$ cat src/rtl/fetch_pc_stage_pkg.sv
// Shared CPU definitions for the fetch stage, next-PC unit and decode.
// Holds the fetch FSM state enum and the datapath width constants.
package fetch_pc_stage_pkg;

    // Datapath widths shared by the fetch, next-PC and decode stages.
    localparam int CPU_PC_WIDTH    = 32;
    localparam int CPU_INSTR_WIDTH = 32;

    // Word address of the first instruction fetched after reset.
    localparam int unsigned CPU_RESET_PC = 32'd0;

    // Fetch sequencer states.
    //   S_RESET : one-cycle bubble after reset, no request
    //   S_FETCH : request outstanding, IF/ID empty
    //   S_FULL  : IF/ID occupied, request only when decode drains it
    typedef enum logic [1:0] {
        S_RESET = 2'd0,
        S_FETCH = 2'd1,
        S_FULL  = 2'd2
    } fetch_state_e;

endpackage

$ cat src/rtl/fetch_pc_stage_if.sv
// Fetch-side bus bundle: instruction memory req/ack plus the IF/ID
// valid/ready hand-off to decode. master = fetch stage, slave = env.
interface fetch_pc_stage_if
    import fetch_pc_stage_pkg::*;
#(
    parameter int PC_WIDTH    = CPU_PC_WIDTH,
    parameter int INSTR_WIDTH = CPU_INSTR_WIDTH
);

    // Instruction memory request channel
    logic                   imem_req;
    logic [PC_WIDTH-1:0]    imem_addr;
    logic                   imem_ack;
    logic [INSTR_WIDTH-1:0] imem_rdata;

    // IF/ID hand-off to decode
    logic                   if_valid;
    logic [INSTR_WIDTH-1:0] if_instr;
    logic [PC_WIDTH-1:0]    if_pc;
    logic                   id_ready;

    modport master (
        output imem_req,
        output imem_addr,
        input  imem_ack,
        input  imem_rdata,
        output if_valid,
        output if_instr,
        output if_pc,
        input  id_ready
    );

    modport slave (
        input  imem_req,
        input  imem_addr,
        output imem_ack,
        output imem_rdata,
        input  if_valid,
        input  if_instr,
        input  if_pc,
        output id_ready
    );

endinterface

$ cat src/rtl/fetch_pc_stage_if_id_reg.sv
// IF/ID pipeline register with load / hold / clear controls.
// Ports: clk, reset, load, clear, instr_in, pc_in -> valid, instr, pc.
module if_id_reg #(
    parameter int PC_WIDTH    = 32,
    parameter int INSTR_WIDTH = 32
) (
    input  logic                   clk,
    input  logic                   reset,
    input  logic                   load,
    input  logic                   clear,
    input  logic [INSTR_WIDTH-1:0] instr_in,
    input  logic [PC_WIDTH-1:0]    pc_in,
    output logic                   valid,
    output logic [INSTR_WIDTH-1:0] instr,
    output logic [PC_WIDTH-1:0]    pc
);

    // Clear only drops valid; the stale payload is harmless because
    // decode ignores it and keeping it avoids extra enable fan-out.
    always_ff @(posedge clk) begin
        if (reset) begin
            valid <= 1'b0;
            instr <= '0;
            pc    <= '0;
        end else if (clear) begin
            valid <= 1'b0;
        end else if (load) begin
            valid <= 1'b1;
            instr <= instr_in;
            pc    <= pc_in;
        end
    end

endmodule

$ cat src/rtl/fetch_pc_stage.sv
// Instruction fetch stage: owns the PC, issues word fetches over
// req/ack and fills IF/ID. Ports: clk, reset, pc_out/pc_next_in to
// the next-PC unit, flush/flush_pc redirect, bus (imem + IF/ID).
module fetch_pc_stage
    import fetch_pc_stage_pkg::*;
#(
    parameter int PC_WIDTH    = CPU_PC_WIDTH,
    parameter int INSTR_WIDTH = CPU_INSTR_WIDTH,
    parameter logic [PC_WIDTH-1:0] RESET_PC = PC_WIDTH'(CPU_RESET_PC)
) (
    input  logic                clk,
    input  logic                reset,
    output logic [PC_WIDTH-1:0] pc_out,
    input  logic [PC_WIDTH-1:0] pc_next_in,
    input  logic                flush,
    input  logic [PC_WIDTH-1:0] flush_pc,
    fetch_pc_stage_if.master    bus
);

    fetch_state_e state_q;
    fetch_state_e state_d;

    logic [PC_WIDTH-1:0]    pc_q;
    logic                   fetch_req;
    logic                   accept;
    logic                   ifid_load;
    logic                   ifid_clear;
    logic                   ifid_valid;
    logic [INSTR_WIDTH-1:0] ifid_instr;
    logic [PC_WIDTH-1:0]    ifid_pc;

    // State register
    always_ff @(posedge clk) begin
        if (reset) begin
            state_q <= S_RESET;
        end else begin
            state_q <= state_d;
        end
    end

    // Architectural PC: a redirect wins over the next-PC result, and
    // the next-PC result is only taken when a fetch is accepted.
    always_ff @(posedge clk) begin
        if (reset) begin
            pc_q <= RESET_PC;
        end else if (flush) begin
            pc_q <= flush_pc;
        end else if (accept) begin
            pc_q <= pc_next_in;
        end
    end

    // Next-state logic
    always_comb begin
        state_d = state_q;
        if (flush) begin
            state_d = S_FETCH;
        end else begin
            unique case (state_q)
                S_RESET: state_d = S_FETCH;
                S_FETCH: begin
                    if (accept) begin
                        state_d = S_FULL;
                    end
                end
                S_FULL: begin
                    if (bus.id_ready && !accept) begin
                        state_d = S_FETCH;
                    end
                end
                default: state_d = S_RESET;
            endcase
        end
    end

    // Output logic
    always_comb begin
        fetch_req = 1'b0;
        unique case (state_q)
            S_FETCH: fetch_req = 1'b1;
            // Refill as soon as decode drains the slot, giving one
            // instruction per cycle with a zero-wait memory.
            S_FULL:  fetch_req = bus.id_ready;
            default: fetch_req = 1'b0;
        endcase
        // Dropping req lets memory abandon an unacknowledged fetch,
        // which also turns any coincident ack into a no-op.
        if (reset || flush) begin
            fetch_req = 1'b0;
        end
        accept     = fetch_req && bus.imem_ack;
        ifid_load  = accept;
        ifid_clear = flush
                  || (state_q == S_FULL && bus.id_ready && !accept);
    end

    if_id_reg #(
        .PC_WIDTH    (PC_WIDTH),
        .INSTR_WIDTH (INSTR_WIDTH)
    ) u_if_id_reg (
        .clk      (clk),
        .reset    (reset),
        .load     (ifid_load),
        .clear    (ifid_clear),
        .instr_in (bus.imem_rdata),
        .pc_in    (pc_q),
        .valid    (ifid_valid),
        .instr    (ifid_instr),
        .pc       (ifid_pc)
    );

    assign pc_out        = pc_q;
    assign bus.imem_req  = fetch_req;
    assign bus.imem_addr = pc_q;
    assign bus.if_valid  = ifid_valid;
    assign bus.if_instr  = ifid_instr;
    assign bus.if_pc     = ifid_pc;

endmodule

$ cat src/flat_wrapper.sv
// flat-port wrapper written by rule: the top's interface ports become plain ports
module fetch_pc_stage_flat import fetch_pc_stage_pkg::*;
#(
    parameter int PC_WIDTH    = CPU_PC_WIDTH,
    parameter int INSTR_WIDTH = CPU_INSTR_WIDTH,
    parameter logic [PC_WIDTH-1:0] RESET_PC = PC_WIDTH'(CPU_RESET_PC)
)
  (clk, reset, pc_out, pc_next_in, flush, flush_pc, bus_imem_req, bus_imem_addr, bus_imem_ack, bus_imem_rdata, bus_if_valid, bus_if_instr, bus_if_pc, bus_id_ready);
  fetch_pc_stage_if #(.PC_WIDTH(PC_WIDTH), .INSTR_WIDTH(INSTR_WIDTH)) bus_i ();
  input  logic clk;
  input  logic reset;
  output logic [PC_WIDTH-1:0] pc_out;
  input  logic [PC_WIDTH-1:0] pc_next_in;
  input  logic flush;
  input  logic [PC_WIDTH-1:0] flush_pc;
  output wire logic [$bits(bus_i.imem_req)-1:0] bus_imem_req;
  output wire logic [$bits(bus_i.imem_addr)-1:0] bus_imem_addr;
  input wire logic [$bits(bus_i.imem_ack)-1:0] bus_imem_ack;
  input wire logic [$bits(bus_i.imem_rdata)-1:0] bus_imem_rdata;
  output wire logic [$bits(bus_i.if_valid)-1:0] bus_if_valid;
  output wire logic [$bits(bus_i.if_instr)-1:0] bus_if_instr;
  output wire logic [$bits(bus_i.if_pc)-1:0] bus_if_pc;
  input wire logic [$bits(bus_i.id_ready)-1:0] bus_id_ready;
  assign bus_imem_req = bus_i.imem_req;
  assign bus_imem_addr = bus_i.imem_addr;
  assign bus_i.imem_ack = bus_imem_ack;
  assign bus_i.imem_rdata = bus_imem_rdata;
  assign bus_if_valid = bus_i.if_valid;
  assign bus_if_instr = bus_i.if_instr;
  assign bus_if_pc = bus_i.if_pc;
  assign bus_i.id_ready = bus_id_ready;
  fetch_pc_stage #(.PC_WIDTH(PC_WIDTH), .INSTR_WIDTH(INSTR_WIDTH), .RESET_PC(RESET_PC)) u_core (.clk(clk), .reset(reset), .pc_out(pc_out), .pc_next_in(pc_next_in), .flush(flush), .flush_pc(flush_pc), .bus(bus_i));
endmodule
$ cat config.mk
export PLATFORM = sky130hd
export DESIGN_NAME = fetch_pc_stage_flat
export DESIGN_NICKNAME = d
export VERILOG_FILES = /design/src/rtl/fetch_pc_stage_pkg.sv /design/src/rtl/fetch_pc_stage_if.sv /design/src/rtl/fetch_pc_stage_if_id_reg.sv /design/src/rtl/fetch_pc_stage.sv /design/src/flat_wrapper.sv
export SDC_FILE = /design/constraint.sdc
export NUM_CORES = 1
export LEC_CHECK = 0
export CAP_MARGIN = 30
export CORE_MARGIN = 2
export CORE_UTILIZATION = 35
export CTS_CLUSTER_SIZE = 12
export DETAILED_ROUTE_END_ITERATION = 8
export PLACE_DENSITY = 0.77
export SLEW_MARGIN = 0
export SYNTH_ARGS = -nofsm -noshare
export SYNTH_HDL_FRONTEND = slang
export SYNTH_SLANG_ARGS = --single-unit
$ cat constraint.sdc
create_clock -name clk -period 2.5 [get_ports clk]
set_input_delay 0.25 -clock clk [delete_from_list [all_inputs] [get_ports clk]]
set_output_delay 0.25 -clock clk [all_outputs]
set_load 0.02 [all_outputs]
After elaboration in Yosys (flattened, before gate mapping). Index checks and enable logic that the tools add are counted.

Register bits: 99. Bits of input ports: 101.

Multiplexer cells: 8. Bitwise operators: 1. Reductions and logical operators: 14. Equal/unequal tests: 6.

Operator list (count): two-way mux 32 bit (2); inequality test 3 x 2 -> 1 bit (second input constant) (2); one-hot mux 2 bit (3 select lines) (1); AND reduction 2 bit (3); logical AND 1 bit (4); two-way mux 2 bit (2); inequality test 2 x 1 -> 1 bit (second input constant) (2); OR reduction 2 bit (2); equality test 2 x 1 -> 1 bit (second input constant) (1); equality test 2 bit (second input constant) (1); zero test 2 bit (1); logical OR 1 bit (2); two-way mux 1 bit (2); one-hot mux 1 bit (2 select lines) (1); nonzero test 2 bit (1); zero test 1 bit (1); inverter 1 bit (1).

Logic depth before layout (Yosys ltp). Gate-level depths: netlist (run 1).

Depth after elaboration: 9. Mapped depth: 8. Mapped depth without buffers: 5.

Cells and area by module. A second synthesis (run 1) with hierarchy kept.

Cell total of the unflattened synthesis: 536. Area total of the unflattened synthesis: 5243.8 um^2.

Modules (own cells, without submodules): if_id_reg (sequential area each 1301.2 um^2, area each 3194.3 um^2, times used 1, cells an instance 295); fetch_pc_stage (sequential area each 680.7 um^2, area each 2049.5 um^2, times used 1, cells an instance 241).

Least setup slack after synthesis (run 1). No wires, ideal clock.

Path kind: register to output. Start: reg u_core.state_q[0]. End: out bus_imem_req. Slack: 447 ps. Data required time: 2250 ps. Stages on the path, launching flop included: 8. Arrival time: 1803 ps. Cell sequence: dfxtp_1 > inv_1 > ha_1 > or3_1 > clkbuf_1 > buf_2 > buf_6 > nor2_1.

Cells in the longest elaborated chain, start to end: 3. Elaborated cells on any way between the ends: 4.

Ends and longest elaborated chain: start, declared (RTL line fetch_pc_stage.sv:20) `fetch_state_e state_q;`; start signal, assigned (RTL line fetch_pc_stage.sv:37) `state_q <= state_d;`; equality test 2 bit / equality test 2 x 1 -> 1 bit (equally long branches) (RTL line fetch_pc_stage.sv:79) `unique case (state_q)`; one-hot mux 1 bit (2 select lines) * (RTL line fetch_pc_stage.sv:79); two-way mux 1 bit * (RTL line fetch_pc_stage.sv:88) `if (reset || flush) begin`; end, declared (RTL line flat_wrapper.sv:16) `output wire logic [$bits(bus_i.imem_req)-1:0] bus_imem_req;`.

Mark *: on every way between the ends. The rest lies on a longest branch, timed or not.

Final worst setup path (run 1). Same ends and word-level chain as after synthesis.

==> impl_metrics.env, run 1 <==
export IMPL_via_per_inst=5.83
export IMPL_cts_setup_buffers=0
export IMPL_p_leak_uw=0.00228
export IMPL_setup_slack_ns=0.222
export IMPL_setup_violations=0
export IMPL_ioPinCount=231
export IMPL_cpMaxStageDelayCell="or3_4"
export IMPL_p_per_area_nw_per_um2=550
export IMPL_rows=42
export IMPL_peakVddDrop_uv=360
export IMPL_synth_warnings=0
export IMPL_tightest_slew_ns=0.739
export IMPL_path_class="flop to primary output"
export IMPL_cts_max_level=3
export IMPL_final_setup_tns_ns=0
export IMPL_dp_cells=867
export IMPL_pwr_share_clk_pct=38.3
export IMPL_cts_tree="yes"
export IMPL_critPathMaxStageDelay_ns=0.41
export IMPL_cts_buffer_depth=2
export IMPL_dieArea_um2=14500
export IMPL_clock_sinks=99
export IMPL_gr_usage_all_layers_pct=21.9
export IMPL_cp_end_kind="primary output"
export IMPL_synthArstFlopShare_pct=0
export IMPL_rr_endpoint="u_core.bus.imem_addr[17]$_SDFFE_PP0P_"
export IMPL_drc=0
export IMPL_max_slew_margin_pct=50.7
export IMPL_core_area_um2=13200
export IMPL_layout_common_cells="clkdlybuf4s50_1, dfxtp_1, nand4_1, o31ai_1, a21oi_1"
export IMPL_hold_end="u_core.state_q[1]$_SDFFE_PP0P_"
export IMPL_die_width_um=120
export IMPL_final_area_um2=7200
export IMPL_grt_pass1_vias=4929
export IMPL_status="completed"
export IMPL_clk_latency_ns=0.35
export IMPL_port_buffer_count=230
export IMPL_syn_mean_instance_area_um2=8.61
export IMPL_timing_final_max_slew_violations=0
export IMPL_syn_area_um2=4740
export IMPL_crit_start="u_core.state_q[0]$_SDFFE_PP0P_"
export IMPL_internal_power_uw=2880
export IMPL_path_clk_slew_ns=0.07
export IMPL_fmax_mhz=439
export IMPL_synth_edff_count=0
export IMPL_p_sw_share_pct=27.2
export IMPL_required_ns=2.25
export IMPL_rsz0062_at_grt="false"
export IMPL_place_ws_ns=0.0549
export IMPL_dr_total_vias=5148
export IMPL_reg2reg_from="u_core.state_q[0]$_SDFFE_PP0P_"
export IMPL_hold_viol_final=0
export IMPL_switchingPower_uw=1080
export IMPL_fin_crit_ns=2.28
export IMPL_synthDistinctLibCells=28
export IMPL_totalWireLength_mm=16.5
export IMPL_ys_flop_type="dfxtp_1"
export IMPL_syn_to_final_growth_pct=51.9
export IMPL_dr_pass1_iters=4
export IMPL_drtAntennaViolNets=0
export IMPL_drive_gt1_share_pct=6.22
export IMPL_power_frac_comb_pct=19.4
export IMPL_worstPathArrival_ns=2.03
export IMPL_instances_no_fill=883
export IMPL_die_h_um=120
export IMPL_grt_antenna_before_repair=0
export IMPL_path_buf_inv=2
export IMPL_min_path_cells=2
export IMPL_grt_overflow=0
export IMPL_worstHoldStart="flush"
export IMPL_wl_per_cell_um=18.7
export IMPL_seqPwrFrac_pct=42.4
export IMPL_place_gp_congestion=0.820
export IMPL_place_area_um2=6860
export IMPL_final_common_cell="clkdlybuf4s50_1"
export IMPL_numCtsBuffers=9
export IMPL_grt_start_max_net_pins=97
export IMPL_synthCells=550
export IMPL_max_cap_viol_count=0
export IMPL_hold_class="input port to flop"
export IMPL_crit_path_max_fanout=4
export IMPL_whs_ns=0.221
export IMPL_rrSetupSlack_ns=0.27
export IMPL_reg2reg_depth=6
export IMPL_initial_core_util_pct=35.8
export IMPL_grt_pass1_wl_mm=25.4
export IMPL_period_share_pct=91.1
export IMPL_diodes=0
export IMPL_dp_hpwl_mm=10.9
export IMPL_start_kind="flop"
export IMPL_cts_root_buffer="clkbuf_16"
export IMPL_cp_top_family="simple AND/OR/NAND/NOR gates"
export IMPL_path_cells="inv_1 > ha_1 > or3_4 > nor2_1 > clkbuf_2"
export IMPL_drtIter0Drc=473
export IMPL_clock_skew_ns=0.00618
export IMPL_nets=805
export IMPL_ys_ff_latch=99
export IMPL_ys_seq_area_share_pct=41.8
export IMPL_synth_fp_nets=653
## worst max path at each step
stage / cells past startpoint / slack (ns) / endpoint
2_1_floorplan: 7 / 0.45 / bus_imem_req
3_3_place_gp: 5 / 0.20 / bus_imem_req
3_5_place_dp: 6 / 0.05 / u_core.bus.imem_addr[12]$_SDFFE_PP0P_
4_1_cts: 5 / 0.06 / bus_imem_req
5_1_grt: 6 / 0.06 / u_core.bus.imem_addr[17]$_SDFFE_PP0P_
6_report: 5 / 0.22 / bus_imem_req
## state kept, by name, summed over array words and instances, names as in the netlist
register                  flops
u_core.bus.imem_addr         32
u_core.u_if_id_reg.instr     32
u_core.u_if_id_reg.pc        32
u_core.state_q                2
u_core.u_if_id_reg.valid      1
## synth_stat cells, drive strengths merged (2+ instances only)
| library cell | instances | area [um2] |
|---|---|---|
| dfxtp | 99 | 1980 |
| ha | 2 | 25.0 |
| nand4 | 64 | 400 |
| nand2 | 2 | 7.51 |
| a21o | 2 | 15.0 |
| buf | 54 | 364 |
| nor2b | 32 | 200 |
| nor2 | 34 | 128 |
| nor4 | 32 | 200 |
| o31ai | 64 | 480 |
| inv | 5 | 18.8 |
| a211oi | 3 | 22.5 |
| a2111oi | 34 | 317 |
| clkbuf | 52 | 195 |
| a21oi | 65 | 329 |
## logic make-up after synthesis
| group | after synthesis | share of synthesized area [%] |
|---|---|---|
| AOI/OAI and AO/OA | 170 | 24.9 |
| adders and majority gates | 2 | 0.528 |
| buffers and inverters | 111 | 12.2 |
| DFF | 99 | 41.8 |
| and+or+nand+nor | 168 | 20.5 |
## power by group through the flow
stage	Combinational, uW	Sequential [uW]	Clock (uW)
floorplan	351	1760	0
global placement	747	1710	0
detailed placement	760	1710	0
CTS	762	1680	1550
global route	809	1680	1610
finish	766	1680	1520
## through the flow
step                      total power [uW]  utilization [%]
after detailed placement              2470             51.8
after CTS                             3990             54.3
after global placement                2460             51.8
after floorplan                       2110                -
final                                 3960             54.3
after global routing                  4100             54.3
## metal layers
metal	track usage, %	up-vias	wire length (um)
li1	-	2377	-
met1	26.2	2449	6430
met2	36.5	288	8150
met3	6.42	34	1440
met4	9.59	0	463
met5	0	-	0
## cell type report
cell class	count	area, um2
well taps	176	220
clock buffers	10	239
repair buffers	247	2450
inverters	5	18.8
multi-input cells	340	2200
flip-flops and latches	99	1980
clock inverters	6	88.8
fillers	1185	6050
## timing repair
item,in CTS,in global routing
pin swaps,0,0
resized for setup,2,5
hold buffers,0,0
setup endpoints to repair,2,2
Note: power is estimated with default switching activity, not from simulation.
==> inputs of run 2 (changes only) <==
CELL_PAD_IN_SITES_DETAIL_PLACEMENT = 1   (was default)
CELL_PAD_IN_SITES_GLOBAL_PLACEMENT = 1   (was default)
CORE_UTILIZATION = 29   (was 35)
PLACE_DENSITY = 0.87   (was 0.77)
==> run 2 against run 1 <==
Compared with the run above:
- setup slack got worse by 0.12 ns
- critical path depth unchanged
- clock power decreased by 11%
- sequential cell count unchanged
- largest cell class unchanged
==> impl_metrics.env, run 2 (synthesis results as in run 1) <==
export IMPL_status="completed"
export IMPL_instances_no_fill=920
export IMPL_cts_buffer_depth=2
export IMPL_critPathMaxStageDelay_ns=0.40
export IMPL_place_area_um2=6860
export IMPL_crit_path_max_fanout=4
export IMPL_final_common_cell="clkdlybuf4s50_1"
export IMPL_peakVddDrop_uv=281
export IMPL_worstPathArrival_ns=2.14
export IMPL_final_area_um2=7150
export IMPL_drive_gt1_share_pct=5.41
export IMPL_max_cap_viol_count=0
export IMPL_clock_skew_ns=0.00557
export IMPL_gr_usage_all_layers_pct=21.0
export IMPL_grt_overflow=0
export IMPL_period_share_pct=95.8
export IMPL_required_ns=2.25
export IMPL_path_clk_slew_ns=0.07
export IMPL_cp_end_kind="primary output"
export IMPL_ioPinCount=231
export IMPL_drtIter0Drc=334
export IMPL_dr_pass1_iters=4
export IMPL_p_per_area_nw_per_um2=531
export IMPL_cpMaxStageDelayCell="or3_4"
export IMPL_rsz0062_at_grt="false"
export IMPL_start_kind="flop"
export IMPL_fmax_mhz=418
export IMPL_die_width_um=132
export IMPL_timing_final_max_slew_violations=0
export IMPL_nets=802
export IMPL_grt_pass1_vias=5490
export IMPL_dp_cells=904
export IMPL_p_leak_uw=0.00225
export IMPL_path_class="flop to primary output"
export IMPL_tightest_slew_ns=1.03
export IMPL_drc=0
export IMPL_cts_tree="yes"
export IMPL_initial_core_util_pct=29.7
export IMPL_rows=46
export IMPL_drtAntennaViolNets=0
export IMPL_die_h_um=132
export IMPL_setup_violations=0
export IMPL_clock_sinks=99
export IMPL_syn_to_final_growth_pct=51.0
export IMPL_whs_ns=0.168
export IMPL_grt_pass1_wl_mm=29.6
export IMPL_wl_per_cell_um=20.2
export IMPL_core_area_um2=15900
export IMPL_port_buffer_count=230
export IMPL_numCtsBuffers=9
export IMPL_dieArea_um2=17400
export IMPL_hold_class="input port to flop"
export IMPL_clk_latency_ns=0.34
export IMPL_cts_setup_buffers=0
export IMPL_max_slew_margin_pct=31.5
export IMPL_grt_start_max_net_pins=97
export IMPL_dp_hpwl_mm=12.3
export IMPL_totalWireLength_mm=18.6
export IMPL_via_per_inst=5.56
export IMPL_cts_root_buffer="clkbuf_16"
export IMPL_hold_viol_final=0
export IMPL_place_gp_congestion=0.802
export IMPL_grt_antenna_before_repair=0
export IMPL_cts_max_level=3
export IMPL_fin_crit_ns=2.39
export IMPL_layout_common_cells="clkdlybuf4s50_1, dfxtp_1, nand4_1, o31ai_1, a21oi_1"
export IMPL_path_cells="inv_1 > ha_1 > or3_4 > nor2_1 > dlygate4sd2_1"
export IMPL_dr_total_vias=5114
==> run 2: report_power, final <==
part | switching [uW] | internal, uW | total (uW) | leakage (uW)
logic | 426 | 341 | 768 | 0.00130
clock network | 598 | 749 | 1350 | 0.000141
registers | 53.8 | 1630 | 1680 | 0.000807
==> run 2: worst max-delay path, delay by kind of cell, from the launching register on <==
kind	cells	cell delay [ns]
and+or+nand+nor	2	0.58
DFF	1	0.39
buffers and inverters	2	0.46
adders and majority gates	1	0.37
==> run 2: stage by stage <==
| step | TNS (ns) | utilization [%] | power [uW] | setup WS, ns |
|---|---|---|---|---|
| after floorplan | 0 | - | 2110 | 0.447 |
| after global placement | 0 | 43.0 | 2450 | 0.252 |
| after detailed placement | -0.278 | 43.0 | 2480 | -0.145 |
| after CTS | 0 | 44.8 | 3840 | 0.0767 |
| after global routing | 0 | 44.8 | 3950 | 0.0382 |
| final | 0 | 44.9 | 3790 | 0.105 |
==> run 2: layer usage <==
layer | routed length (um) | track usage, % | up-vias
met5 | 0 | 0 | -
met4 | 626 | 10.1 | 0
met3 | 1150 | 5.27 | 43
met2 | 9020 | 36.2 | 202
met1 | 7810 | 24.4 | 2492
li1 | - | - | 2377
==> run 2: final cells by class <==
cell class                 instances  area (um2)
clock inverter                     2        10.0
fill                            1841        8790
sequential                        99        1980
antenna                            1        2.50
clock buffer                      13         270
timing repair buffer             244        2400
inverter                           5        18.8
multi-input combinational        340        2200
tap                              216         270
==> run 2: repair_timing <==
action,CTS,global route
resized for setup,2,2
endpoints found under the setup margin,8,3
hold buffers,0,0
hold endpoints to repair,0,0
pin swaps,0,0
==> run 2: path summary, 6_finish.rpt <==
kind	startpoint	to	slack, ns	cells past startpoint
worst min-delay path	reset	u_core.u_if_id_reg.pc[27]$_SDFFE_PP0P_	0.17	2
worst min register to register	u_core.u_if_id_reg.pc[27]$_SDFFE_PP0P_	u_core.u_if_id_reg.pc[27]$_SDFFE_PP0P_	0.47	2
worst max register to register	u_core.state_q[0]$_SDFFE_PP0P_	u_core.bus.imem_addr[12]$_SDFFE_PP0P_	0.19	6
worst max-delay path	u_core.state_q[0]$_SDFFE_PP0P_	bus_imem_req	0.11	5
==> inputs of run 3 (changes only) <==
CAP_MARGIN = default   (was 30)
==> results of run 3 <==
Same layout as run 2: the final DEF is identical, and so are final timing and power.
